### src/rtl/adc_mon_pkg.sv
// Shared constants for the ADC monitor scheduler: FSM encoding, mode values, default width.
// Latency: n/a (constants only).
// Backpressure: n/a.
package adc_mon_pkg;
  localparam logic [1:0] ST_IDLE   = 2'd0;
  localparam logic [1:0] ST_SETTLE = 2'd1;
  localparam logic [1:0] ST_ACCUM  = 2'd2;
  localparam logic [1:0] ST_EMIT   = 2'd3;

  localparam logic MODE_DDS = 1'b0;
  localparam logic MODE_CW  = 1'b1;

  localparam int DATA_W_DEFAULT = 16;
endpackage

### src/rtl/adc_monitor_scheduler_snapshot_sync.sv
// Snapshot capture of averages/peaks for the I2C side, merged requests, frozen while a read is busy.
// Latency: snap_valid 2 cycles after snap_req (idle bus) or 2 cycles after i2c_busy falls.
// Backpressure: i2c_busy holds requests pending; outputs never change while busy is high.
module snapshot_sync
  import adc_mon_pkg::*;
#(
  parameter int DATA_W = DATA_W_DEFAULT
) (
  input  logic              clk,
  input  logic              rst,
  input  logic              snap_req,
  input  logic              i2c_busy,
  input  logic [DATA_W-1:0] dds_avg,
  input  logic [DATA_W-1:0] cw_avg,
  input  logic [DATA_W-1:0] dds_peak,
  input  logic [DATA_W-1:0] cw_peak,
  output logic [DATA_W-1:0] snap_dds_avg,
  output logic [DATA_W-1:0] snap_cw_avg,
  output logic [DATA_W-1:0] snap_dds_peak,
  output logic [DATA_W-1:0] snap_cw_peak,
  output logic              snap_valid
);
  logic pending;
  logic busy_q;
  logic copy;

  // Copy only after the bus has been idle for a full cycle, so a read that just
  // ended never sees its registers move underneath it.
  assign copy = pending & ~i2c_busy & ~busy_q;

  // Pending flag, busy history, snapshot registers and completion strobe.
  always_ff @(posedge clk) begin
    if (rst) begin
      pending       <= 1'b0;
      busy_q        <= 1'b0;
      snap_valid    <= 1'b0;
      snap_dds_avg  <= '0;
      snap_cw_avg   <= '0;
      snap_dds_peak <= '0;
      snap_cw_peak  <= '0;
    end else begin
      pending    <= snap_req | (pending & ~copy);
      busy_q     <= i2c_busy;
      snap_valid <= copy;
      if (copy) begin
        snap_dds_avg  <= dds_avg;
        snap_cw_avg   <= cw_avg;
        snap_dds_peak <= dds_peak;
        snap_cw_peak  <= cw_peak;
      end
    end
  end
endmodule

### src/rtl/adc_monitor_scheduler.sv
// Sequences DDS/CW ADC measurement: settle discard, windowed average, per-mode peaks, snapshots.
// Latency: avg_valid one cycle after the final window sample; snapshot per snapshot_sync.
// Backpressure: none on samples (every sample_valid is taken); enable low aborts the window.
module adc_monitor_scheduler
  import adc_mon_pkg::*;
#(
  parameter int AVG_LOG2       = 3,
  parameter int SETTLE_SAMPLES = 2,
  parameter int DATA_W         = DATA_W_DEFAULT
) (
  input  logic              clk,
  input  logic              rst,
  input  logic              enable,
  input  logic              mode_req,
  input  logic              sample_valid,
  input  logic [DATA_W-1:0] sample_data,
  input  logic              peak_clear,
  input  logic              snap_req,
  input  logic              i2c_busy,
  output logic              mode_sel,
  output logic              avg_valid,
  output logic              avg_mode,
  output logic [DATA_W-1:0] avg_value,
  output logic [DATA_W-1:0] snap_dds_avg,
  output logic [DATA_W-1:0] snap_cw_avg,
  output logic [DATA_W-1:0] snap_dds_peak,
  output logic [DATA_W-1:0] snap_cw_peak,
  output logic              snap_valid
);
  localparam int SUM_W = DATA_W + AVG_LOG2;
  localparam int CNT_W = AVG_LOG2 + 1;
  localparam logic [CNT_W-1:0] WIN = CNT_W'(1) << AVG_LOG2;
  localparam logic [3:0] SETTLE_LD = 4'(SETTLE_SAMPLES);

  logic [1:0]        state, state_n;
  logic              mode_n;
  logic              acc_take, acc_fresh, settle_take, settle_load, win_last;
  logic [3:0]        settle_cnt;
  logic [SUM_W-1:0]  sum, sum_n;
  logic [CNT_W-1:0]  cnt, cnt_n;
  logic [DATA_W-1:0] avg_dds, avg_cw, peak_dds, peak_cw;

  // Next state, applied mode and what this cycle's sample is used for.
  always_comb begin
    state_n     = state;
    mode_n      = mode_sel;
    acc_take    = 1'b0;
    acc_fresh   = 1'b0;
    settle_take = 1'b0;
    settle_load = 1'b0;
    case (state)
      ST_IDLE: begin
        if (enable) begin
          mode_n      = mode_req;
          settle_load = 1'b1;
          state_n     = (SETTLE_SAMPLES == 0) ? ST_ACCUM : ST_SETTLE;
        end
      end
      ST_SETTLE: begin
        if (sample_valid) begin
          settle_take = 1'b1;
          if (settle_cnt == 4'd1) state_n = ST_ACCUM;
        end
      end
      ST_ACCUM: begin
        acc_take = sample_valid;
      end
      default: begin
        // Window boundary: a sample here starts the next window unless the mode switches.
        acc_fresh = 1'b1;
        state_n   = ST_ACCUM;
        if (mode_req != mode_sel) begin
          mode_n      = mode_req;
          settle_load = 1'b1;
          if (SETTLE_SAMPLES != 0) begin
            state_n = ST_SETTLE;
            if (sample_valid) begin
              settle_take = 1'b1;
              if (SETTLE_SAMPLES == 1) state_n = ST_ACCUM;
            end
          end else begin
            acc_take = sample_valid;
          end
        end else begin
          acc_take = sample_valid;
        end
      end
    endcase
    sum_n    = acc_fresh ? SUM_W'(sample_data) : sum + SUM_W'(sample_data);
    cnt_n    = acc_fresh ? CNT_W'(1) : cnt + CNT_W'(1);
    win_last = (cnt_n == WIN);
    if (acc_take && win_last) state_n = ST_EMIT;
    if (!enable) begin
      state_n     = ST_IDLE;
      mode_n      = mode_sel;
      acc_take    = 1'b0;
      settle_take = 1'b0;
      settle_load = 1'b0;
    end
  end

  // FSM state and applied mode.
  always_ff @(posedge clk) begin
    if (rst) begin
      state    <= ST_IDLE;
      mode_sel <= MODE_DDS;
    end else begin
      state    <= state_n;
      mode_sel <= mode_n;
    end
  end

  // Settle counter; a sample arriving on the load cycle already counts as discarded.
  always_ff @(posedge clk) begin
    if (rst) begin
      settle_cnt <= 4'd0;
    end else if (settle_load) begin
      settle_cnt <= settle_take ? SETTLE_LD - 4'd1 : SETTLE_LD;
    end else if (settle_take) begin
      settle_cnt <= settle_cnt - 4'd1;
    end
  end

  // Window accumulator; cleared on abort, mode change or after each emit.
  always_ff @(posedge clk) begin
    if (rst) begin
      sum <= '0;
      cnt <= '0;
    end else if (acc_take) begin
      sum <= sum_n;
      cnt <= cnt_n;
    end else if (!enable || settle_load || state == ST_EMIT) begin
      sum <= '0;
      cnt <= '0;
    end
  end

  // Average output strobe and the per-mode average store on the cycle leaving EMIT.
  always_ff @(posedge clk) begin
    if (rst) begin
      avg_valid <= 1'b0;
      avg_mode  <= MODE_DDS;
      avg_value <= '0;
      avg_dds   <= '0;
      avg_cw    <= '0;
    end else begin
      avg_valid <= acc_take & win_last;
      if (acc_take && win_last) begin
        avg_value <= DATA_W'(sum_n >> AVG_LOG2);
        avg_mode  <= mode_n;
      end
      if (state == ST_EMIT) begin
        if (mode_sel == MODE_CW) avg_cw <= avg_value;
        else                     avg_dds <= avg_value;
      end
    end
  end

  // Per-mode peaks; a clear on the same cycle as a sample wins.
  always_ff @(posedge clk) begin
    if (rst || peak_clear) begin
      peak_dds <= '0;
      peak_cw  <= '0;
    end else if (acc_take) begin
      if (mode_n == MODE_CW) begin
        if (sample_data > peak_cw) peak_cw <= sample_data;
      end else begin
        if (sample_data > peak_dds) peak_dds <= sample_data;
      end
    end
  end

  snapshot_sync #(.DATA_W(DATA_W)) u_snap (
    .clk          (clk),
    .rst          (rst),
    .snap_req     (snap_req),
    .i2c_busy     (i2c_busy),
    .dds_avg      (avg_dds),
    .cw_avg       (avg_cw),
    .dds_peak     (peak_dds),
    .cw_peak      (peak_cw),
    .snap_dds_avg (snap_dds_avg),
    .snap_cw_avg  (snap_cw_avg),
    .snap_dds_peak(snap_dds_peak),
    .snap_cw_peak (snap_cw_peak),
    .snap_valid   (snap_valid)
  );
endmodule

### config.mk
export PLATFORM = sky130hd
export DESIGN_NAME = adc_monitor_scheduler
export DESIGN_NICKNAME = d
export VERILOG_FILES = /design/src/rtl/adc_mon_pkg.sv /design/src/rtl/adc_monitor_scheduler_snapshot_sync.sv /design/src/rtl/adc_monitor_scheduler.sv
export SDC_FILE = /design/constraint.sdc
export NUM_CORES = 1
export LEC_CHECK = 0
export CORE_MARGIN = 4
export CORE_UTILIZATION = 40
export DETAILED_ROUTE_END_ITERATION = 8
export SLEW_MARGIN = 0
export SYNTH_ARGS = -nofsm -noshare
export SYNTH_HDL_FRONTEND = slang
export SYNTH_SLANG_ARGS = --single-unit
### constraint.sdc
create_clock -name clk -period 4.7 [get_ports clk]
set_input_delay 0.94 -clock clk [delete_from_list [all_inputs] [get_ports clk]]
set_output_delay 0.94 -clock clk [all_outputs]
set_load 0.05 [all_outputs]
# --- Yosys cells after proc, flatten, opt, wreduce, memory -nomap -nowiden ---
# Cells that the tools add are included.
op_classes:
  add_sub_neg: 3
  magnitude_cmp: 2
  n_eq_ne: 9
  muxes: 27
  bitwise: 11
  reduce_logical: 19
op_table:
  columns: ["op", "count"]
  rows:
  - ["$mux 19", 3]
  - ["$gt 16x16->1", 2]
  - ["$mux 4", 5]
  - ["$add 19x16->19", 1]
  - ["$mux 2", 5]
  - ["$mux 1", 9]
  - ["$reduce_and 3->1", 3]
  - ["$pmux 1 s2", 4]
  - ["$reduce_or 2->1", 4]
  - ["$ne 3x3->1 const B", 2]
  - ["$not 1->1", 6]
  - ["$pmux 2 s3", 1]
  - ["$add 4x1->4 const B", 1]
  - ["$and 1x1->1", 4]
  - ["$eq 2x2->1 const B", 2]
  - ["$eq 4x1->1 const B", 1]
  - ["$eq 4x4->1 const B", 1]
  - ["$reduce_and 2->1", 2]
  - ["$reduce_bool 2->1", 2]
  - ["$sub 4x1->4 const B", 1]
  - ["$logic_or 1x1->1", 3]
  - ["$reduce_or 3->1", 1]
  - ["$eq 2x1->1 const B", 1]
  - ["$logic_and 1x1->1", 2]
  - ["other kinds (5)", 5]
totals:
  reg_bits: 179
  input_bits: 24
  output_inout_bits: 84
  elab_cells: 90

# --- Longest topological paths before layout ---
# Gate-level depths: netlist of run 1.
depth:
  depth_word: 8
  mapped_depth: 10
  mapped_depth_nobuf: 10

# --- By module ---
# From an unflattened synthesis of run 1, not the netlist that was laid out.
unflattened:
  hier_cells: 1002
  area_unflattened_um2: 8982.4
by_module_without_submodules:
  columns: ["mod", "n_inst", "cells_each", "area_each_um2", "seq_area_each_um2"]
  rows:
  - ["adc_monitor_scheduler", 1, 716, 6015.8, 2242.2]
  - ["snapshot_sync", 1, 286, 2966.6, 1341.3]

# --- Least setup slack after synthesis of run 1 ---
# Ideal clock, no wire load.
synth_timing:
  path_kind: "input -> register"
  startpoint: "input port sample_data[0]"
  endpoint: "register avg_value[15]"
  setup_time_ns: 0.088
  arrival_ns: 2.765
  t_required_ns: 4.612
  path_slack_ns: 1.847
  cell_stages: 10
  path_buffers: 0
  path_cell_list: "ha_1 > inv_1 > fa_1 > nand2b_1 > a21oi_2 > o21ai_1 > a21boi_2 > nor2_2 > or3_1 > a311oi_2"
synth_between:
  elab_chain_cells: 2
synth_lines:
  columns: ["item", "line", "source"]
  rows:
  - ["start, declared", "adc_monitor_scheduler.sv:16", "input logic [DATA_W-1:0] sample_data,"]
  - ["$add 19x16->19", "adc_monitor_scheduler.sv:89", "sum_n = acc_fresh ? SUM_W'(sample_data) : sum + SUM_W'(sample_data);"]
  - ["$mux 19", "adc_monitor_scheduler.sv:89", null]
  - ["end signal, assigned", "adc_monitor_scheduler.sv:149", "avg_value <= DATA_W'(sum_n >> AVG_LOG2);"]
  - ["end, declared", "adc_monitor_scheduler.sv:23", "output logic [DATA_W-1:0] avg_value,"]
# No other way between the ends.
# A chain may end at the register's enable or synchronous reset.

# --- Worst setup path after layout of run 1 ---
layout_timing:
  startpoint: "input port sample_data[0]"
  endpoint: "register avg_value[11]"
# The elaborated chain is that of the path after synthesis.

==> metrics.md, run 1 <==
| Metric | Value |
|---|---|
| Status | finished clean |
| Fin. Hold Viols | 0 |
| Antenna violations before repair | 0 |
| Die W | 154 µm |
| CTS Hold Buffers Added | 0 |
| Die area | 23600 µm² |
| TritonRoute pass-1 iters | 4 |
| Final Power | 3.24 mW |
| CTS tree | built |
| CP endpoint kind | flip-flop |
| Antenna diodes | 0 |
| Synth unique cells | 68 |
| GR Util All Layers | 0.185 |
| Syn_nets | 1125 |
| Num CTS Buffers | 17 |
| Post-CTS sizing | 0 |
| Critical Path Source Type | input pin |
| Post-synthesis sequential area ratio | 0.422 |
| CTS Buffer Depth | 2 |
| Worst min path class | flip-flop to flip-flop |
| Starting Density | 0.405 |
| CP arrival | 3.70 ns |
| Grt ovf | 0 |
| Worst IR Drop VDD | 0.234 mV |
| Crit share post-route | 0.708 |
| Floorplan row count | 53 |
| Later-pin clock latency in the skew report | 0.43 ns |
| Antenna Violating Nets Remaining | 0 |
| Syn_area_per_cell | 8.15 µm² |
| R2R Setup Slk | 2.02 ns |
| Crit path time final | 3.33 ns |
| Setup Skew | 0.00899 ns |
| Post-synth ARST share | 0 |
| Die height | 154 µm |
| IO Count | 108 |
| Total clock sinks | 179 |
| H-tree Lvls | 4 |
| Mapped cell area | 8490 µm² |
| Final setup viols | 0 |
| Worst-margin pin slew | 1.12 ns |
| WP data required | 5.07 ns |
| Core area | 21000 µm² |
| Yosys warning count | 0 |
| Area Growth Syn to Fin | 21.7% |
| Clk pin slew, worst setup/hold paths | 0.07 ns |
| Synth Flop Type | dfxtp_1 |
| Final Wtd Congestion | 0.835 |
| Pleak | 3.87 nW |
| Post-Syn Instances | 1042 |
| Vias | 7292 |
| Maxcap violations | 0 |
| Drt drc | 0 |
| Share of cells above drive strength 1 | 0.0565 |
| Power density over the cells | 314 nW/µm² |
| Worst Path Class, Setup | input pin to flip-flop |
| Drt total wl | 22100 µm |
| CTS Root Cell | clkbuf_16 |
| Relative slew slack | 0.251 |
| Postcts setup bufs | 0 |
| WL per Instance | 15.7 µm |
| Unrepaired setup endpoints after global routing | no |
| Layout Nets | 1203 |
| Most frequent cells in the layout | nand2_1, dfxtp_1, a21oi_1 |
| Vias in the first global route | 6795 |
| Setup TNS Final | 0 ns |
| Port Buffers | 107 |
| #FFs+latches synth | 179 |
| Fmax | 0.300 GHz |
| Most common cell after layout, fill and taps aside | nand2_1 |
| Vias per cell | 5.18 |
| Iteration-0 DRC Markers | 367 |
| Pins Over Slew Limit | 0 |
| CP max FO | 5 |
| Fill count | 2132 |
| First-pass GRT wire length | 35900 µm |
| Largest net degree at the start of global routing | 87 |
| DPL Wire Length | 15600 µm |
| Number of enable flip-flop cells after synthesis | 0 |
[cells by family (layout without fill, tap and decap cells)]
| logic type | count (synthesis) | in the layout | synth area share |
|---|---|---|---|
| AOI/OAI and AO/OA | 242 | 242 | 0.177 |
| xor gates and xnor gates | 11 | 11 | 0.0113 |
| adders and majority gates | 59 | 59 | 0.0878 |
| buffers and inverters | 103 | 194 | 0.0532 |
| DFF | 179 | 179 | 0.422 |
| muxes | 40 | 40 | 0.0480 |
| and+or+nand+nor | 408 | 408 | 0.201 |
[where the power goes]
group	internal [mW]	switching, mW
combinational	0.0683	0.138
clock	0.823	0.688
sequential	1.52	0.00479
total	2.41	0.832
[sequential cells by signal, indices dropped and copies added, names as in the netlist, 2 cells and up]
name                  cells
sum                      19
avg_cw                   16
avg_dds                  16
avg_value                16
peak_cw                  16
peak_dds                 16
u_snap.snap_cw_avg       16
u_snap.snap_cw_peak      16
u_snap.snap_dds_avg      16
u_snap.snap_dds_peak     16
cnt                       4
settle_cnt                4
state                     2
[Yosys cell counts (all sizes together) (13+ instances only)]
master | n | area, µm²
nand3 | 19 | 108
ha | 58 | 726
inv | 47 | 176
dfxtp | 179 | 3580
mux2i | 37 | 370
nand2 | 247 | 927
nor3 | 13 | 65.1
nor2 | 86 | 325
clkbuf | 38 | 143
o21ai | 29 | 156
buf | 18 | 133
a21oi | 149 | 753
[metrics by stage]
stage | hold slack, ns | area, µm² | worst slack, ns | cells | utilization
2_1_floorplan | 0.432 | 8490 | 1.85 | 1042 | -
3_3_place_gp | 0.442 | 9690 | 0.964 | 1376 | 0.463
3_5_place_dp | 0.446 | 9690 | 0.941 | 1376 | 0.463
4_1_cts | 0.456 | 10300 | 1.40 | 1408 | 0.493
5_1_grt | 0.467 | 10300 | 1.18 | 1408 | 0.493
6_report | 0.453 | 10300 | 1.37 | 1408 | 0.493
[final cells by class]
class	instances	area, µm²	share of cell area
flip-flops and latches	179	3580	0.347
repair buffers	115	1130	0.109
multi-input cells	760	4460	0.432
well taps	275	344	0.0333
inverters	47	176	0.0171
clock buffers	17	425	0.0412
clock inverters	15	214	0.0207
[path summary, 6_finish.rpt]
kind	from	endpoint	cells after the start
max	sample_data[0]	avg_value[11]	11
min	u_snap.snap_cw_peak[11]	u_snap.snap_cw_peak[11]	2
max reg2reg	state[1]	peak_cw[3]	9
min reg2reg	u_snap.snap_cw_peak[11]	u_snap.snap_cw_peak[11]	2
[worst max-delay path: stages]
cell and delay (ns):
clkdlybuf4s50_1 0.59, ha_1 0.21, inv_1 0.05, fa_1 0.39
nand2b_1 0.19, a21oi_2 0.21, o2111ai_1 0.17, nand2_1 0.14
o221ai_1 0.20, or4_1 0.51, nand3_1 0.09
[metal layers]
layer	vias up	GRT usage	wire length (µm)	part of all wire
li1	3708	-	-	-
met1	3404	0.260	10800	0.49
met2	152	0.291	10000	0.45
met3	28	0.0318	982	0.044
met4	0	0.0589	350	0.016
met5	-	0	0	0
Note: power is estimated with default switching activity, not from simulation.
==> run 2: changes to the inputs <==
Clock period 4.7 ns to 3.31 ns, I/O delays scaled along.
==> run 2 against run 1 <==
Net effect: design area up 2.6%; sequential share of layout area down 0.89 points; critical path type unchanged; critical path depth down 2; via count up 2.3%.
==> metrics.md, run 2 (synthesized netlist as in run 1, its figures left out) <==
| Metric | Value |
|---|---|
| Status | finished clean (unchanged) |
| R2R Setup Slk | 0.72 ns (was 2.02 ns) |
| CTS Hold Buffers Added | 0 (unchanged) |
| R2R Path End | peak_cw[8] (was peak_cw[3]) |
| Unrepaired setup endpoints after global routing | no (unchanged) |
| Fmax | 0.331 GHz |
| Die W | 154 µm (unchanged) |
| Crit path time final | 3.02 ns |
| R2r startpoint | peak_cw[9] (was state[1]) |
| H-tree Lvls | 4 (unchanged) |
| Most common cell after layout, fill and taps aside | nand2_1 (unchanged) |
| Combinational share of power | 0.071 (was 0.064) |
| Pleak | 4.04 nW (was 3.87 nW) |
| Relative slew slack | 0.481 (was 0.251) |
| CP arrival | 3.31 ns (was 3.70 ns) |
| CTS Root Cell | clkbuf_16 (unchanged) |
| R2R depth | 9 (unchanged) |
| Number of buffer and inverter stages on the critical path | 1 (was 2) |
| CP endpoint kind | flip-flop (unchanged) |
| Final core utilization | 0.506 (was 0.493) |
| CP Launch Point | sample_data[9] (was sample_data[0]) |
| Die height | 154 µm (unchanged) |
| Area after DPL | 10000 µm² (was 9690 µm²) |
| Vias in the first global route | 6884 (was 6795) |
| Final Wtd Congestion | 0.883 (was 0.835) |
| Die area | 23600 µm² (unchanged) |
| Iteration-0 DRC Markers | 428 (was 367) |
| Worst min path class | flip-flop to flip-flop (unchanged) |
| Drt total wl | 22400 µm (was 22100 µm) |
| Largest net degree at the start of global routing | 57 (was 87) |
| Worst Path Class, Setup | input pin to flip-flop (unchanged) |
| Vias per cell | 5.16 (was 5.18) |
| Worst Hold End | u_snap.snap_cw_avg[10] (was u_snap.snap_cw_peak[11]) |
| Area Growth Syn to Fin | 24.9% (was 21.7%) |
| Clk pin slew, worst setup/hold paths | 0.07 ns (about the same) |
| Antenna diodes | 0 (unchanged) |
| CTS tree | built (unchanged) |
| DPL Wire Length | 16400 µm (was 15600 µm) |
| Postcts setup bufs | 0 (unchanged) |
| Sw Share | 0.251 (was 0.256) |
| Port Buffers | 107 (unchanged) |
| Fin. Hold Viols | 0 (unchanged) |
| Min-delay src | avg_cw[10] (was u_snap.snap_cw_peak[11]) |
| Starting Density | 0.405 (unchanged) |
| Final setup viols | 0 (unchanged) |
| Grt ovf | 0 (unchanged) |
| Max incr delay on CP | 0.68 ns (was 0.59 ns) |
| Layout Nets | 1240 (was 1203) |
| Reg with most FFs | sum (unchanged) |
| Crit path cell chain | clkdlybuf4s50_1 > ha_1 > a21oi_1 > nor2_1 > a2111oi_0 > o31ai_1 > o211ai_4 > mux2i_1 > nor2_1 (was clkdlybuf4s50_1 > ha_1 > inv_1 > fa_1 > nand2b_1 > a21oi_2 > o2111ai_1 > nand2_1 > o221ai_1 > or4_1 > nand3_1) |
| TritonRoute pass-1 iters | 5 (was 4) |
| Worst-margin pin slew | 0.775 ns (was 1.12 ns) |
| Crit path max-delay family | compound AO/OA/AOI/OAI gates (was simple AND/OR/NAND/NOR gates) |
| Post-route cell area | 10600 µm² (was 10300 µm²) |
| WP data required | 3.60 ns (was 5.07 ns) |
| Setup TNS Final | 0 ns (unchanged) |
| Multi-input gate area | 4460 µm² (unchanged) |
| Pins Over Slew Limit | 0 (unchanged) |
| Drt drc | 0 (unchanged) |
| Worst IR Drop VDD | 0.343 mV (was 0.234 mV) |
| Power density over the cells | 432 nW/µm² (was 314 nW/µm²) |
| Flip-flop count of the largest register after layout | 19 (unchanged) |
| Register share of total power | 0.473 (was 0.470) |
| Share of cells above drive strength 1 | 0.0863 (was 0.0565) |
| WL per Instance | 15.5 µm (was 15.7 µm) |
| Total clock sinks | 179 (unchanged) |
| Setup Skew | 0.0143 ns (was 0.00899 ns) |
| Crit-path most repeated cell | nor2_1 |
| Maxcap violations | 0 (unchanged) |
| Core area | 21000 µm² (unchanged) |
| Vias | 7458 (was 7292) |
| GR Util All Layers | 0.189 (was 0.185) |
| Num CTS Buffers | 17 (unchanged) |
| WHS Path Cells | 2 (unchanged) |
| Critical Path Source Type | input pin (unchanged) |
| Reg area | 3580 µm² (unchanged) |
| Later-pin clock latency in the skew report | 0.43 ns (about the same) |
| Antenna violations before repair | 0 (unchanged) |
| Floorplan row count | 53 (unchanged) |
| Crit share post-route | 0.912 |
| WHS | 0.452 ns (was 0.453 ns) |
| Fill count | 2111 (was 2132) |
| IO Count | 108 (unchanged) |
| Clk network pwr share | 0.456 (was 0.466) |
| Post-CTS sizing | 0 (unchanged) |
| First-pass GRT wire length | 36600 µm (was 35900 µm) |
| CTS Buffer Depth | 2 (unchanged) |
| Antenna Violating Nets Remaining | 0 (unchanged) |
| Crit-path slowest cell | o211ai_4 (was clkdlybuf4s50_1) |
| CP max FO | 16 (was 5) |
| Sw Pwr | 1.15 mW (was 0.832 mW) |
| P_int | 3.43 mW (was 2.41 mW) |
| Most frequent cells in the layout | nand2_1, dfxtp_1, a21oi_1 (unchanged) |
==> run 2: cell types whose count changed in the layout (fill, tap and decap cells not counted), sizes merged <==
| cell | previous run | this run |
|---|---|---|
| buf | 9 | 46 |
| clkinvlp | 0 | 1 |
| inv | 54 | 55 |
| clkinv | 6 | 4 |
==> run 2: layout make-up <==
type	instances	share of cell area
clock buffers	17	0.0401
well taps	275	0.0324
inverters	47	0.0166
repair buffers	152	0.135
multi-input cells	760	0.421
clock inverters	15	0.0173
flip-flops and latches	179	0.338
==> run 2: layer usage <==
metal  vias to the layer above  part of all wire  GRT usage
met5                         -                 0          0
met4                         0             0.016     0.0538
met2                       135              0.46      0.296
met3                        30             0.038     0.0321
met1                      3506              0.49      0.267
li1                       3787                 -          -
==> run 2: power groups by stage <==
stage | registers [mW] | logic [mW] | clock network (mW)
floorplan | 2.22 | 0.189 | 0
global placement | 2.22 | 0.324 | 0
detailed placement | 2.22 | 0.327 | 0
CTS | 2.17 | 0.329 | 2.13
global route | 2.17 | 0.363 | 2.24
finish | 2.17 | 0.327 | 2.09
==> run 2: worst max-delay path by stage <==
| stage | end | slack, ns | cells after the start |
|---|---|---|---|
| after detailed placement | peak_dds[7] | -0.15 | 9 |
| after global placement | peak_dds[1] | -0.06 | 9 |
| after CTS | peak_dds[7] | 0.26 | 9 |
| final | peak_dds[7] | 0.29 | 9 |
| after floorplan | avg_value[15] | 0.73 | 10 |
| after global routing | peak_dds[7] | 0.1 | 9 |
==> run 2: worst min-delay path, delay by kind of cell, from the launching register on <==
family / cells / cell delay [ns]
AOI/OAI and AO/OA: 1 / 0.05
DFF: 1 / 0.31
and+or+nand+nor: 1 / 0.05
==> run 2: stage by stage <==
step	setup slack [ns]	power, mW	std cells
after floorplan	0.735	2.41	1042
after global placement	-0.0554	2.54	1413
after detailed placement	-0.154	2.54	1413
after CTS	0.256	4.62	1445
after global routing	0.0955	4.76	1445
final	0.291	4.58	1445
==> run 3: changes to the inputs <==
Settings changed: CTS_CLUSTER_SIZE from default to 8.
==> results of run 3 <==
Final layout, timing and power as in run 2 (identical DEF).
==> patch 1, RTL diff (settings of run 2) <==
Register the output `snap_cw_avg`, with the module's reset; this adds one clock of latency there. The other outputs are not delayed to match.
--- a/src/rtl/adc_monitor_scheduler.sv
+++ b/src/rtl/adc_monitor_scheduler.sv
@@ -31,6 +31,8 @@
   localparam int CNT_W = AVG_LOG2 + 1;
   localparam logic [CNT_W-1:0] WIN = CNT_W'(1) << AVG_LOG2;
   localparam logic [3:0] SETTLE_LD = 4'(SETTLE_SAMPLES);
+
+  logic [DATA_W-1:0] snap_cw_avg_d;
 
   logic [1:0]        state, state_n;
   logic              mode_n;
@@ -180,10 +182,18 @@
     .dds_peak     (peak_dds),
     .cw_peak      (peak_cw),
     .snap_dds_avg (snap_dds_avg),
-    .snap_cw_avg  (snap_cw_avg),
+    .snap_cw_avg  (snap_cw_avg_d),
     .snap_dds_peak(snap_dds_peak),
     .snap_cw_peak (snap_cw_peak),
     .snap_valid   (snap_valid)
   );
+  always_ff @(posedge clk) begin
+    if (rst) begin
+      snap_cw_avg <= '0;
+    end else begin
+      snap_cw_avg <= snap_cw_avg_d;
+    end
+  end
+
 endmodule
 
Function: same outputs for any inputs over 4 cycles, from zero or initial values and one cycle with rst high; that may be too few to reach the edited logic, so the function may still have changed.
==> patch 1 against run 2 <==
- die area increased by 3.4%
- core utilization barely moved
- critical path depth stayed put
- synthesized cell count down 0.86%
- setup slack gained 180 ps
- non-clock buffer count fell by 16
- power rose by 5.6%
- synthesized area rose by 3.6%
- sequential cell count grew 16
- design area grew 2.0%
- wire length rose by 0.67%
- largest cell class unchanged
- highest routed layer unchanged
==> patch 1: results (changes against run 2) <==
Mapped Nets - 1116 (was 1125)
met2 usage - 31.5% (was 29.6%)
Final HPWL DP - 16200 microns (was 16400 microns)
Lkg Pwr - 4.14 nW (was 4.04 nW)
placed cells - 1390 (was 1413)
pre-CTS WS - 39.4 ps (was -154 ps)
VDD IR max - 0.364 mV (was 0.343 mV)
Worst Setup EP - peak_cw[8] (was peak_dds[7])
count of cell types in the netlist - 66 (was 68)
via count - 7264 (was 7458)
pin count of the biggest net entering global routing - 66 (was 57)
Post-synth top cells - nand2_1, dfxtp_1, a21oi_1, nor2_1, ha_1 (unchanged)
slowest stage cell on the critical path - o21ai_4 (was o211ai_4)
r2r startpoint - state[0] (was peak_cw[9])
first-pass GRT wire length - 36500 microns (was 36600 microns)
XOR/XNOR Fraction of Synth Area - 1.79% (was 1.13%)
global routing met3 resource utilization - 3.04% (was 3.21%)
Register-to-Register Path Depth - 8 (was 9)
GP Congestion - 0.867 (was 0.883)
DR iter-0 viols - 365 (was 428)
GR Util met1 - 24.2% (was 26.7%)
Hold Slack - 451 ps (was 452 ps)
Worst Hold Endpoint - u_snap.snap_dds_avg[6] (was u_snap.snap_cw_avg[10])
Worst Path Arrival - 3140 ps (was 3310 ps)
Relative slew margins - 43.4% (was 48.1%)
final wirelength - 22500 microns (was 22400 microns)
synthesized-area fraction occupied by adder cells - 8.48% (was 8.78%)
multiplexer area fraction after synthesis - 3.98% (was 4.80%)
gr usage total - 18.4% (was 18.9%)
fillers - 2056 (was 2111)
routed vias/inst - 5.11 (was 5.16)
vias in the first global route - 7059 (was 6884)
Synth Area in Compound Gates - 18.4% (was 17.7%)
top cells by area, synth - dfxtp_1, nand2_1, ha_1, a21oi_1, nor2_1 (was dfxtp_1, nand2_1, a21oi_1, ha_1, mux2i_1)
met2 WL - 10900 microns (was 10200 microns)
outcome - finished clean (unchanged)
depth of the CTS H-tree - 4 (unchanged)
Area after DPL - 10200 sq um (was 10000 sq um)
Seq/Total Area, Yosys - 44.4% (was 42.2%)
fin nets - 1217 (was 1240)
Final Cycle Share - 85.8% (was 91.2%)
share of layout cells above drive strength 1 - 7.24% (was 8.63%)
Post-Synthesis Cells - 1033 (was 1042)
wl on met1 - 10300 microns (was 11000 microns)
wire length on met3 - 1070 microns (was 856 microns)
critical path's largest stage delay - 620 ps (was 680 ps)
Crit Reg-Reg Endpoint - peak_dds[4] (was peak_cw[8])
Clock Skew - 9.71 ps (was 14.3 ps)
## patch 1: changes by cell type in the layout (fill, tap and decap cells not counted), sizes merged, moves of 5 or more
cell,run 2,this run
a21oi,149,128
a22oi,6,11
buf,46,30
clkinv,4,9
dfxtp,179,195
nand2,247,204
nand3,19,12
nand4,12,7
nor2,86,95
nor2b,6,21
o22a,1,16
xor2,6,12
## patch 1: tightest hold or removal path: stages, from the launching register on
cell	delay, ps
dfxtp_1	310
nand2_1	50
a21oi_1	50
## patch 1: report_power, final
part / internal [mW] / switching, mW / total [mW]
clock: 1.03 / 1.06 / 2.09
combinational: 0.135 / 0.228 / 0.363
sequential: 2.37 / 0.0100 / 2.38
total: 3.54 / 1.30 / 4.84
## patch 1: layout make-up
cell class	count	area [sq um]	share of cell area, %
timing repair buffer	136	1300	12.0
multi-input combinational	737	4480	41.4
tap	275	344	3.18
clock buffer	17	425	3.93
sequential	195	3900	36.1
clock inverter	15	185	1.71
inverter	47	176	1.63
==> patch 2, RTL diff (flow settings as in run 2) <==
Made on the original files. Change the package constant `DATA_W_DEFAULT` from 16 to 32.
--- a/src/rtl/adc_mon_pkg.sv
+++ b/src/rtl/adc_mon_pkg.sv
@@ -10,6 +10,6 @@
   localparam logic MODE_DDS = 1'b0;
   localparam logic MODE_CW  = 1'b1;
 
-  localparam int DATA_W_DEFAULT = 16;
+  localparam int DATA_W_DEFAULT = 32;
 endpackage
 
Interface: changed (6 resized); port bits go from 108 to 204. The function was not compared with the original's and may differ.
==> patch 2 against run 2 <==
- wire length up 120%
- sequential share of layout area down 0.53 points
- synthesized area up 82%
- clock power up 110%
- setup slack worse by 140 ps
- critical path type unchanged
- design area up 92%
- sequential cell count up 160
- core utilization up 3.2 points
- power up 100%
- worst hold slack worse by 14 ps
==> patch 2: results (changes against run 2) <==
outcome - finished clean (unchanged)
Worst Hold Endpoint - u_snap.snap_dds_avg[24] (was u_snap.snap_cw_avg[10])
critical path's largest stage delay - 520 ps (was 680 ps)
r2r startpoint - sum[0] (was peak_cw[9])
Layout Cells excl Fill - 2736 (was 1445)
Area after DPL - 19000 sq um (was 10000 sq um)
Crit Reg-Reg Endpoint - sum[34] (was peak_cw[8])
XOR/XNOR Fraction of Synth Area - 1.98% (was 1.13%)
pre-CTS WS - -640 ps (was -154 ps)
Final HPWL DP - 34900 microns (was 16400 microns)
Clock Skew - 21.6 ps (was 14.3 ps)
Hold Slack - 438 ps (was 452 ps)
Worst Path Arrival - 3660 ps (was 3310 ps)
first-pass GRT wire length - 76500 microns (was 36600 microns)
synthesized-area fraction occupied by adder cells - 8.70% (was 8.78%)
P_comb - 724 uW (was 327 uW)
DR iter-0 viols - 998 (was 428)
share of layout cells above drive strength 1 - 11.1% (was 8.63%)
Worst Hold Launch - avg_dds[24] (was avg_cw[10])
multiplexer area fraction after synthesis - 4.47% (was 4.80%)
gr usage total - 22.7% (was 18.9%)
CTS buffer count - 39 (was 17)
number of port buffers - 203 (was 107)
worst-margin pin slew - 1230 ps (was 775 ps)
switching power - 2.27 mW (was 1.15 mW)
Max clock buf depth - 3 (was 2)
Synth Area in Compound Gates - 17.5% (was 17.7%)
pin count of the biggest net entering global routing - 82 (was 57)
fin nets - 2345 (was 1240)
slowest stage cell on the critical path - clkdlybuf4s50_1 (was o211ai_4)
top cells by area, synth - dfxtp_1, nand2_1, a21oi_1, ha_1, mux2i_1 (unchanged)
drt wl/cell - 17.7 microns (was 15.5 microns)
fillers - 3635 (was 2111)
drt pass-1 iters - 6 (was 5)
number of flip-flops in the largest register - 35 (was 19)
worst reg2reg setup slack - 320 ps (was 720 ps)
critical path fanouts, max - 3 (was 16)
Mapped Nets - 2053 (was 1125)
VDD IR max - 0.329 mV (was 0.343 mV)
most flop-heavy register - sum (unchanged)
Lkg Pwr - 7.38 nW (was 4.04 nW)
post-route design area - 20400 sq um (was 10600 sq um)
Power Density - 455 nW/um^2 (was 432 nW/um^2)
count of cell types in the netlist - 62 (was 68)
Register-to-Register Path Depth - 11 (was 9)
routed vias/inst - 5.17 (was 5.16)
Clk network pwr share - 47.9% (was 45.6%)
Syn Area/Cell - 8.12 sq um (was 8.15 sq um)
depth of the CTS H-tree - 2 (was 4)
[patch 2: worst max-delay path by stage]
stage                               from             to  slack, ps  cells after the start
after floorplan           sample_data[0]        sum[34]        170                     11
after global placement    sample_data[0]        sum[34]       -620                     12
after detailed placement  sample_data[0]        sum[34]       -640                     12
after CTS                 sample_data[0]        sum[34]         60                     12
after global routing      sample_data[1]  avg_value[24]          4                     14
final                     sample_data[1]        sum[34]        150                     11
[patch 2: timing repair]
action,4_1_cts,5_1_grt
buffers inserted,0,1
gates resized for setup,1,9
setup endpoints to repair,1,60
pin swaps,0,4
[patch 2: final cells by class]
type	count	area share, %
Clock inverter	17	1.18
Tap cell	511	3.13
Sequential cell	339	33.3
Clock buffer	51	5.30
Timing Repair Buffer	360	16.4
Inverter	84	1.55
Multi-Input combinational cell	1374	39.2
[patch 2: metal layers]
metal  track usage, %  wire length (microns)
met1             32.1                  23000
met2             35.4                  21500
met3             3.64                   2730
met4             7.78                   1350
met5                0                      0
